$ cat config.mk
export PLATFORM = sky130hd
export DESIGN_NAME = edge_bins_grid
export DESIGN_NICKNAME = d
export VERILOG_FILES = /design/src/rtl/edge_bins_grid.sv
export SDC_FILE = /design/constraint.sdc
export NUM_CORES = 2
export LEC_CHECK = 0
export CORE_MARGIN = 3
export CORE_UTILIZATION = 45
export DETAILED_ROUTE_END_ITERATION = 12
export HOLD_SLACK_MARGIN = 0.03
export SYNTH_ARGS = -nofsm -noshare
export SYNTH_HDL_FRONTEND = slang
export SYNTH_SLANG_ARGS = --single-unit
$ cat constraint.sdc
create_clock -name clk -period 4.33 [get_ports clk]
set_input_delay 0.866 -clock clk [delete_from_list [all_inputs] [get_ports clk]]
set_output_delay 0.866 -clock clk [all_outputs]
set_load 0.02 [all_outputs]
$ cat src/rtl/edge_bins_grid.sv
// edge_bins_grid: Avalon-ST pass-through slice that counts horizontal intensity edges into
// column bins per frame and commits them to an Avalon-MM readable shadow bank at eop.
module edge_bins_grid #(
  parameter int IMAGE_W   = 640,
  parameter int IMAGE_H   = 480,
  parameter int NUM_BINS  = 20,
  parameter int CNT_W     = 20,
  parameter int THR_RESET = 32
) (
  input  logic        clk,
  input  logic        reset_n,
  input  logic [23:0] sink_data,
  input  logic        sink_valid,
  input  logic        sink_sop,
  input  logic        sink_eop,
  output logic        sink_ready,
  output logic [23:0] source_data,
  output logic        source_valid,
  output logic        source_sop,
  output logic        source_eop,
  input  logic        source_ready,
  input  logic        s_chipselect,
  input  logic        s_read,
  input  logic        s_write,
  input  logic [31:0] s_address,
  input  logic [31:0] s_writedata,
  output logic [31:0] s_readdata
);
  localparam int BIN_W = IMAGE_W / NUM_BINS;
  localparam int NPIX = IMAGE_W * IMAGE_H;
  localparam int PW = $clog2(NPIX + 1);
  localparam int XW = $clog2(IMAGE_W + 1);
  localparam int IW = NUM_BINS > 1 ? $clog2(NUM_BINS) : 1;
  localparam logic [PW-1:0] NPIX_L = PW'(NPIX);
  localparam logic [PW-1:0] LAST_L = PW'(NPIX - 1);
  localparam logic [XW-1:0] XMAX = XW'(IMAGE_W - 1);
  localparam logic [CNT_W-1:0] CMAX = '1;
  localparam logic [31:0] A_THR = 32'(NUM_BINS);
  localparam logic [31:0] A_CTRL = 32'(NUM_BINS + 1);
  localparam logic [31:0] A_STAT = 32'(NUM_BINS + 2);

  logic active, s1_v, s1_eop, size_err;
  logic [PW-1:0] pcnt;
  logic [XW-1:0] x, s1_x, bin;
  logic [7:0] thr, thr_l, s1_y, prev_y;
  logic [2:0] ctrl;
  logic [1:0] mode_l;
  logic [15:0] frame_cnt;
  logic [CNT_W-1:0] live [NUM_BINS];
  logic [CNT_W-1:0] shadow [NUM_BINS];
  logic [CNT_W-1:0] nxt [NUM_BINS];
  logic [9:0] ysum;
  logic [8:0] yn, yp;
  logic [31:0] rd;
  logic acc, sop_acc, pix_acc, in_range, restart, size_set, rise, fall, hit, we, unused;

  assign sink_ready = source_ready || !source_valid;
  assign acc = sink_valid && sink_ready;
  assign sop_acc = acc && sink_sop;
  assign pix_acc = acc && !sink_sop && active;
  assign in_range = pcnt < NPIX_L;
  assign restart = sop_acc && active;
  assign size_set = restart || (pix_acc && (!in_range || (sink_eop && pcnt != LAST_L)));
  assign ysum = {2'b0, sink_data[23:16]} + {1'b0, sink_data[15:8], 1'b0} + {2'b0, sink_data[7:0]};
  assign yn = {1'b0, s1_y};
  assign yp = {1'b0, prev_y};
  assign rise = s1_x != '0 && yn > yp + {1'b0, thr_l};
  assign fall = s1_x != '0 && yp > yn + {1'b0, thr_l};
  assign hit = s1_v && (mode_l == 2'd0 ? rise || fall : mode_l == 2'd1 ? rise : mode_l == 2'd2 ? fall : 1'b0);
  assign bin = s1_x / XW'(BIN_W);
  assign we = s_chipselect && s_write;
  assign rd = s_address < A_THR ? 32'(shadow[s_address[IW-1:0]]) :
              s_address == A_THR ? {24'b0, thr} :
              s_address == A_CTRL ? {29'b0, ctrl} :
              s_address == A_STAT ? {15'b0, size_err, frame_cnt} : '0;
  assign unused = ^{s_writedata[31:17], s_writedata[15:8], ysum[1:0]};

  always_comb
    for (int b = 0; b < NUM_BINS; b++)
      nxt[b] = (hit && bin == XW'(b) && live[b] != CMAX) ? live[b] + 1'b1 : live[b];

  always_ff @(posedge clk or negedge reset_n)
    if (!reset_n) begin
      source_data <= '0;
      source_valid <= 1'b0;
      source_sop <= 1'b0;
      source_eop <= 1'b0;
    end else if (acc) begin
      source_data <= sink_data;
      source_valid <= 1'b1;
      source_sop <= sink_sop;
      source_eop <= sink_eop;
    end else if (source_ready) begin
      source_valid <= 1'b0;
    end

  // Parse and stage 1: header latches thr/mode so mid-frame writes wait for the next frame.
  always_ff @(posedge clk or negedge reset_n)
    if (!reset_n) begin
      active <= 1'b0;
      pcnt <= '0;
      x <= '0;
      thr_l <= 8'(THR_RESET);
      mode_l <= '0;
      s1_v <= 1'b0;
      s1_eop <= 1'b0;
      s1_y <= '0;
      s1_x <= '0;
      prev_y <= '0;
    end else begin
      if (sop_acc) begin
        active <= sink_data[3:0] == 4'd0 && ctrl[0] && !sink_eop;
        pcnt <= '0;
        x <= '0;
        if (sink_data[3:0] == 4'd0) {thr_l, mode_l} <= {thr, ctrl[2:1]};
      end else if (pix_acc) begin
        if (sink_eop) active <= 1'b0;
        if (in_range) begin
          pcnt <= pcnt + 1'b1;
          x <= x == XMAX ? '0 : x + 1'b1;
        end
      end
      s1_v <= pix_acc && in_range;
      s1_eop <= pix_acc && sink_eop;
      s1_y <= ysum[9:2];
      s1_x <= x;
      if (s1_v) prev_y <= s1_y;
    end

  // Stage 2 and register file; the eop tag commits the pixel's own increment with the bank.
  always_ff @(posedge clk or negedge reset_n)
    if (!reset_n) begin
      for (int b = 0; b < NUM_BINS; b++) begin
        live[b] <= '0;
        shadow[b] <= '0;
      end
      frame_cnt <= '0;
      size_err <= 1'b0;
      thr <= 8'(THR_RESET);
      ctrl <= 3'b001;
      s_readdata <= '0;
    end else begin
      for (int b = 0; b < NUM_BINS; b++) begin
        live[b] <= (restart || s1_eop) ? '0 : nxt[b];
        if (s1_eop) shadow[b] <= nxt[b];
      end
      if (s1_eop) frame_cnt <= frame_cnt + 1'b1;
      size_err <= size_set ? 1'b1 : (we && s_address == A_STAT && s_writedata[16]) ? 1'b0 : size_err;
      if (we && s_address == A_THR) thr <= s_writedata[7:0];
      if (we && s_address == A_CTRL) ctrl <= s_writedata[2:0];
      s_readdata <= (s_chipselect && s_read) ? rd : '0;
    end
endmodule

# [Yosys cells after proc, flatten, opt, wreduce, memory -nomap -nowiden]
# Index checks and enable logic that the tools add are counted.
[totals] ff_bits=943 inputBits=97 output_inout_bits=60 word_cells=284
[classes] add_sub_neg=27 magnitude_cmp=5 n_eq_ne=46 mux=65 bitwise=1 reduce_logical=81
[ops] cell="$mux W20" n=44
[ops] cell="$add A20 B1 Y20 const B" n=20
[ops] cell="$ne A20 B20 Y1 const B" n=20
[ops] cell="$bmux W20 S5" n=1
[ops] cell="$eq A32 B5 Y1 const B" n=3
[ops] cell="$logic_and A1 B1 Y1" n=60
[ops] cell="$mux W19" n=3
[ops] cell="$mux W17" n=3
[ops] cell="$eq A5 B4 Y1 const B" n=8
[ops] cell="$mux W10" n=4
[ops] cell="$lt A32 B5 Y1 const B" n=1
[ops] cell="$eq A5 B3 Y1 const B" n=4
[ops] cell="$eq A5 B5 Y1 const B" n=4
[ops] cell="$add A19 B1 Y19 const B" n=1
[ops] cell="$lt A19 B19 Y1 const B" n=1
[ops] cell="$ne A19 B19 Y1 const B" n=1
[ops] cell="$add A8 B8 Y9" n=2
[ops] cell="$gt A8 B9 Y1" n=2
[ops] cell="$add A16 B1 Y16 const B" n=1
[ops] cell="$add A10 B1 Y10 const B" n=1
[ops] cell="$add A10 B8 Y10" n=1
[ops] cell="$add A8 B9 Y10" n=1
[ops] cell="$eq A10 B10 Y1 const B" n=1
[ops] cell="$eq A5 B2 Y1 const B" n=2
[ops] cell="other kinds (14)" n=36

# [Depth between registers and ports, before layout]
[logic_depth] ltp_word=11 ltp_mapped=18 mapped_depth_nobuf=16

# [Least setup slack after synthesis]
# OpenSTA, ideal clock, no wires.
[synth_timing] path_type="register to register" start="register thr_l[0]" end="register shadow[12] in the netlist's numbering" setup_time_ps=134 arrival_time_ps=3668 t_required_ps=4196 path_slack_ps=528 stages_incl_launch_ff=19 path_buffers=2 synth_period_minus_slack_ps=3802 path_cell_list="dfrtp_1 > ha_1 > inv_1 > fa_1 > nor2b_1 > o31a_1 > o21ai_0 > nand2b_1 > xnor2_1 > ha_1 > a21o_1 > a21oi_1 > o2111ai_1 > a32oi_1 > clkbuf_1 > clkbuf_1 > nor3_1 > a41oi_1 > o22ai_1"
[synth_via] elab_chain_cells=10 word_cells_on_any_way=14 classes_between="2 x add/sub; 2 x order compare; 4 x mux; 6 x reduce/logical"
[synth_rtl] element="start: declaration" line_no="45" text="logic [7:0] thr, thr_l, s1_y, prev_y;"
[synth_rtl] element="start signal: assignment" line_no="103" text="thr_l <= 8'(THR_RESET);"
[synth_rtl] element="start signal: assignment" line_no="115" text="if (sink_data[3:0] == 4'd0) {thr_l, mode_l} <= {thr, ctrl[2:1]};"
[synth_rtl] element="$add A8 B8 Y9" line_no="68" text="assign fall = s1_x != '0 && yp > yn + {1'b0, thr_l};"
[synth_rtl] element="$gt A8 B9 Y1" line_no="68"
[synth_rtl] element="$logic_and A1 B1 Y1" line_no="68"
[synth_rtl] element="$mux W1 (2 in series)" line_no="69" text="assign hit = s1_v && (mode_l == 2'd0 ? rise || fall : mode_l == 2'd1 ? rise : mode_l == 2'd2 ? fall : 1'b0);"
[synth_rtl] element="$mux W1 (*)" line_no="69"
[synth_rtl] element="$logic_and A1 B1 Y1 (*)" line_no="69"
[synth_rtl] element="$logic_and A1 B1 Y1 (*) (2 in series)" line_no="80" text="nxt[b] = (hit && bin == XW'(b) && live[b] != CMAX) ? live[b] + 1'b1 : live[b];"
[synth_rtl] element="$mux W20 (*)" line_no="80"
[synth_rtl] element="end signal: indexed assignment" line_no="145" text="if (s1_eop) shadow[b] <= nxt[b];"
[synth_rtl] element="end: declaration" line_no="50" text="logic [CNT_W-1:0] shadow [NUM_BINS];"
# Every way passes the cells marked *; elsewhere a longest branch is shown, timed or not.
# A chain may end at the register's enable or synchronous reset.

# [Worst setup path after layout]
[layout_timing] start="register thr_l[0]" end="register shadow[156] in the netlist's numbering"
# The elaborated chain is that of the path after synthesis.

==> run_results.csv <==
group,metric,value,unit
floorplan,start_util,45.8,%
cts,path_clk_slew,0.06,ns
logic_synthesis,syn_area,0.0462,mm2
drt,dr_total_vias,35400,
pwr,p_per_area,377,mW/mm2
timing,holdWs,0.0916,ns
logic_synthesis,synth-adder-area-share,2.11,%
cts,clock-sinks,943,
logic_synthesis,synth.area.mux_share,7.56,%
setup_path,cp_max_fo,20,
floorplan,fp.coreArea,0.101,mm2
drt,wire_per_inst,21.3,um
logic_synthesis,seq_area_frac_synth,51.1,%
floorplan,core.rowCount,116,
place,dpl.hpwl,90.7,mm
drt,drc_errors,0,
place,place.gp.congestion,0.878,
floorplan,boundaryPins,157,
drt,drt-pass1-iter-count,5,
timing,relSlewSlack,26.3,%
finish,drive_gt1_share,13.0,%
logic_synthesis,synth_top_area_share,50.9,%
drt,ant_nets,0,
grt,grt_pass1_vias,34100,
setup_path,criticalPathCategory,"register to register",
finish,fin_cells,6142,
timing,hold_viol_final,0,
logic_synthesis,synth_simple_gate_area_share,21.7,%
finish,finalNetCount,4868,
cts,cts-buffers-inserted,105,
logic_synthesis,synth-edff-count,0,
place,numPortBuffers,121,
logic_synthesis,synth_ff_type,"dfrtp_1",
drt,via_per_inst,5.76,
setup_path,r2r-end,"shadow[156]",
timing,slew_viol_final,0,
cts,ctsHtreeMaxLevel,3,
timing,worstMarginPinSlew,1.09,ns
cts,ctsLongestPathBuffers,3,
timing,setup_viol_count_final,0,
setup_path,critPathLaunchType,"register",
logic_synthesis,ys_types,72,
grt,grt.overflow.total,0,
setup_path,path_cells,"ha_2, fa_2, a211oi_2, o21bai_1, a21oi_1, xor2_1, ha_1, nand4_1, o221ai_1, a211oi_2, buf_4, a32oi_4, buf_12, buf_16, or3_4, or3_4, a31oi_1",
logic_synthesis,netlist_instances,4595,
timing,rsz0062_at_grt,"true",
cts,insertion_delay,0.68,ns
drt,drt_wl_total,131,mm
place,dp.cells,5936,
timing,finalCritPeriodShare,98.6,%
finish,fin_area,0.0537,mm2
setup_path,critPathArrivalTime,4.85,ns
logic_synthesis,synth-compound-area-share,6.82,%
setup_path,slowest_delay,0.44,ns
timing,skew,0.0201,ns
grt,antenna_found_initial,7,
setup_path,r2r_setup_slack,0.06,ns
grt,groute.usage.overall,24.1,%
setup_path,reg2reg_depth,17,
logic_synthesis,synth-xor-area-share,7.76,%
logic_synthesis,synth_top_family_by_area,"simple AND/OR/NAND/NOR gates",
logic_synthesis,synth.most_common_cell,"dfrtp_1",
logic_synthesis,synth_top_area_cell,"dfrtp_1",
pwr,p_leak,0.0218,uW
floorplan,die_area,0.106,mm2
cts,cts_tree,"yes",
outcome,outcome,"complete, no violations",
logic_synthesis,ys_async_sr_fraction,100,%
grt,grt_pass1_wl,202,mm
setup_path,cp.required,4.91,ns
cts,root_buffer,"clkbuf_16",
finish,seqCellArea,0.0236,mm2
timing,tns,0,ns
setup_path,worstSetupEndpointType,"register",
floorplan,die_w,326,um
finish,fillers,8985,
timing,fmax,234,MHz
finish,areaGrowthSynthToFinish,16.4,%
logic_synthesis,ys_top_cells_by_count,"dfrtp_1 (940), nor2_1 (844), a21oi_1 (407)",
logic_synthesis,ys_ff_latch,943,
setup_path,r2r_start,"thr_l[0]",
place,dpl-instance-area,0.0495,mm2
finish,multi_input_area,0.0220,mm2
timing,fin_crit,4.27,ns
place,pre_cts_ws,-0.0748,ns
logic_synthesis,ys_top_cells_by_area,"dfrtp_1 (51%), nor2_1 (6.9%), xnor2_1 (6.7%)",
logic_synthesis,syn_avg_cell_area,10.0,um2
setup_path,slowest_stage,"dfrtp_2",
timing,setup_ws,0.0626,ns
drt,drt-initial-drc-count,3052,
pwr,max-vdd-ir-drop,0.325,mV
logic_synthesis,synth_warnings,0,
run,maxCapViolations,0,
grt,grt_max_degree,179,
worst_hold_path,min_path_type,"input pin to async pin",
floorplan,die_h,326,um
## metrics by stage
step	power [uW]	utilization [%]
detailed placement	11400	49.1
finish	20300	53.3
global placement	11400	49.1
global route	21000	53.3
CTS	20200	52.4
floorplan	10100	-
## registers in the layout, summed over array words and instances, names as in the netlist, 3 cells and up
signal,flops
prev_y,8
s_readdata,20
frame_cnt,16
x,10
shadow,400
thr_l,8
pcnt,19
ctrl,3
s1_x,10
thr,8
s1_y,8
source_data,24
live,400
## what timing repair did
action,CTS,global route
resized for setup,2,116
gates cloned,0,2
pin swaps,0,28
endpoints found under the hold margin,0,0
setup endpoints to repair,51,568
hold buffers,0,0
buffers inserted,0,11
## critical path: cells and delay by family (launching register included)
family	cells	cell delay [ns]
AO/OA/AOI/OAI	7	1.17
flip-flops	1	0.44
AND/OR/NAND/NOR	3	0.90
XOR/XNOR	1	0.18
adder cells (fa/ha/maj)	3	0.91
buffers and inverters	3	0.54
## worst max path at each step
stage | end | cells after the start | startpoint
after floorplan | shadow[12] | 18 | thr_l[0]
after global placement | shadow[10] | 16 | thr_l[0]
after detailed placement | shadow[10] | 16 | thr_l[0]
after global routing | shadow[156] | 17 | thr_l[0]
after CTS | shadow[10] | 17 | thr_l[1]
final | shadow[156] | 17 | thr_l[0]
## final cells by class
cell class	count	share of cell area, %
diodes	1	0.00466
clock buffers	163	5.82
clock inverters	29	0.431
inverters	42	0.293
multi-input cells	3327	40.9
flip-flops and latches	943	43.9
well taps	1357	3.16
repair buffers	280	5.44
## report_power, final
group	switching, uW	internal (uW)
Combinational	1620	978
Clock	3640	5060
Sequential	68.0	8890
## cell usage in the layout, fill, tap and decap left out, types with 32 or more instances in the layout
master	n
dfrtp_1	937
and3_1	116
inv_1	41
and4_1	50
buf_12	32
nand4_1	147
nor3_1	204
mux2_2	47
nor4_1	81
xnor2_1	347
ha_1	61
a31oi_1	33
buf_4	118
nand3_1	155
o21ai_0	46
nand2_1	270
nor4_2	36
mux4_2	120
and2_1	34
a21oi_1	401
nor2_1	844
xor2_1	52
clkdlybuf4s50_1	117
clkbuf_16	108
## cell families after synthesis
logic type	count (synthesis)
AND/OR/NAND/NOR	2080
flip-flops	943
multiplexers	193
other	1
adder cells (fa/ha/maj)	72
XOR/XNOR	409
AO/OA/AOI/OAI	561
buffers and inverters	336
## metal layers
| metal | track usage, % | share of wire (%) |
|---|---|---|
| met3 | 3.80 | 5.8 |
| met2 | 38.3 | 47 |
| met4 | 6.61 | 2.7 |
| met1 | 34.4 | 45 |
| met5 | 0 | 0.042 |
Note: power is estimated with default switching activity, not from simulation.
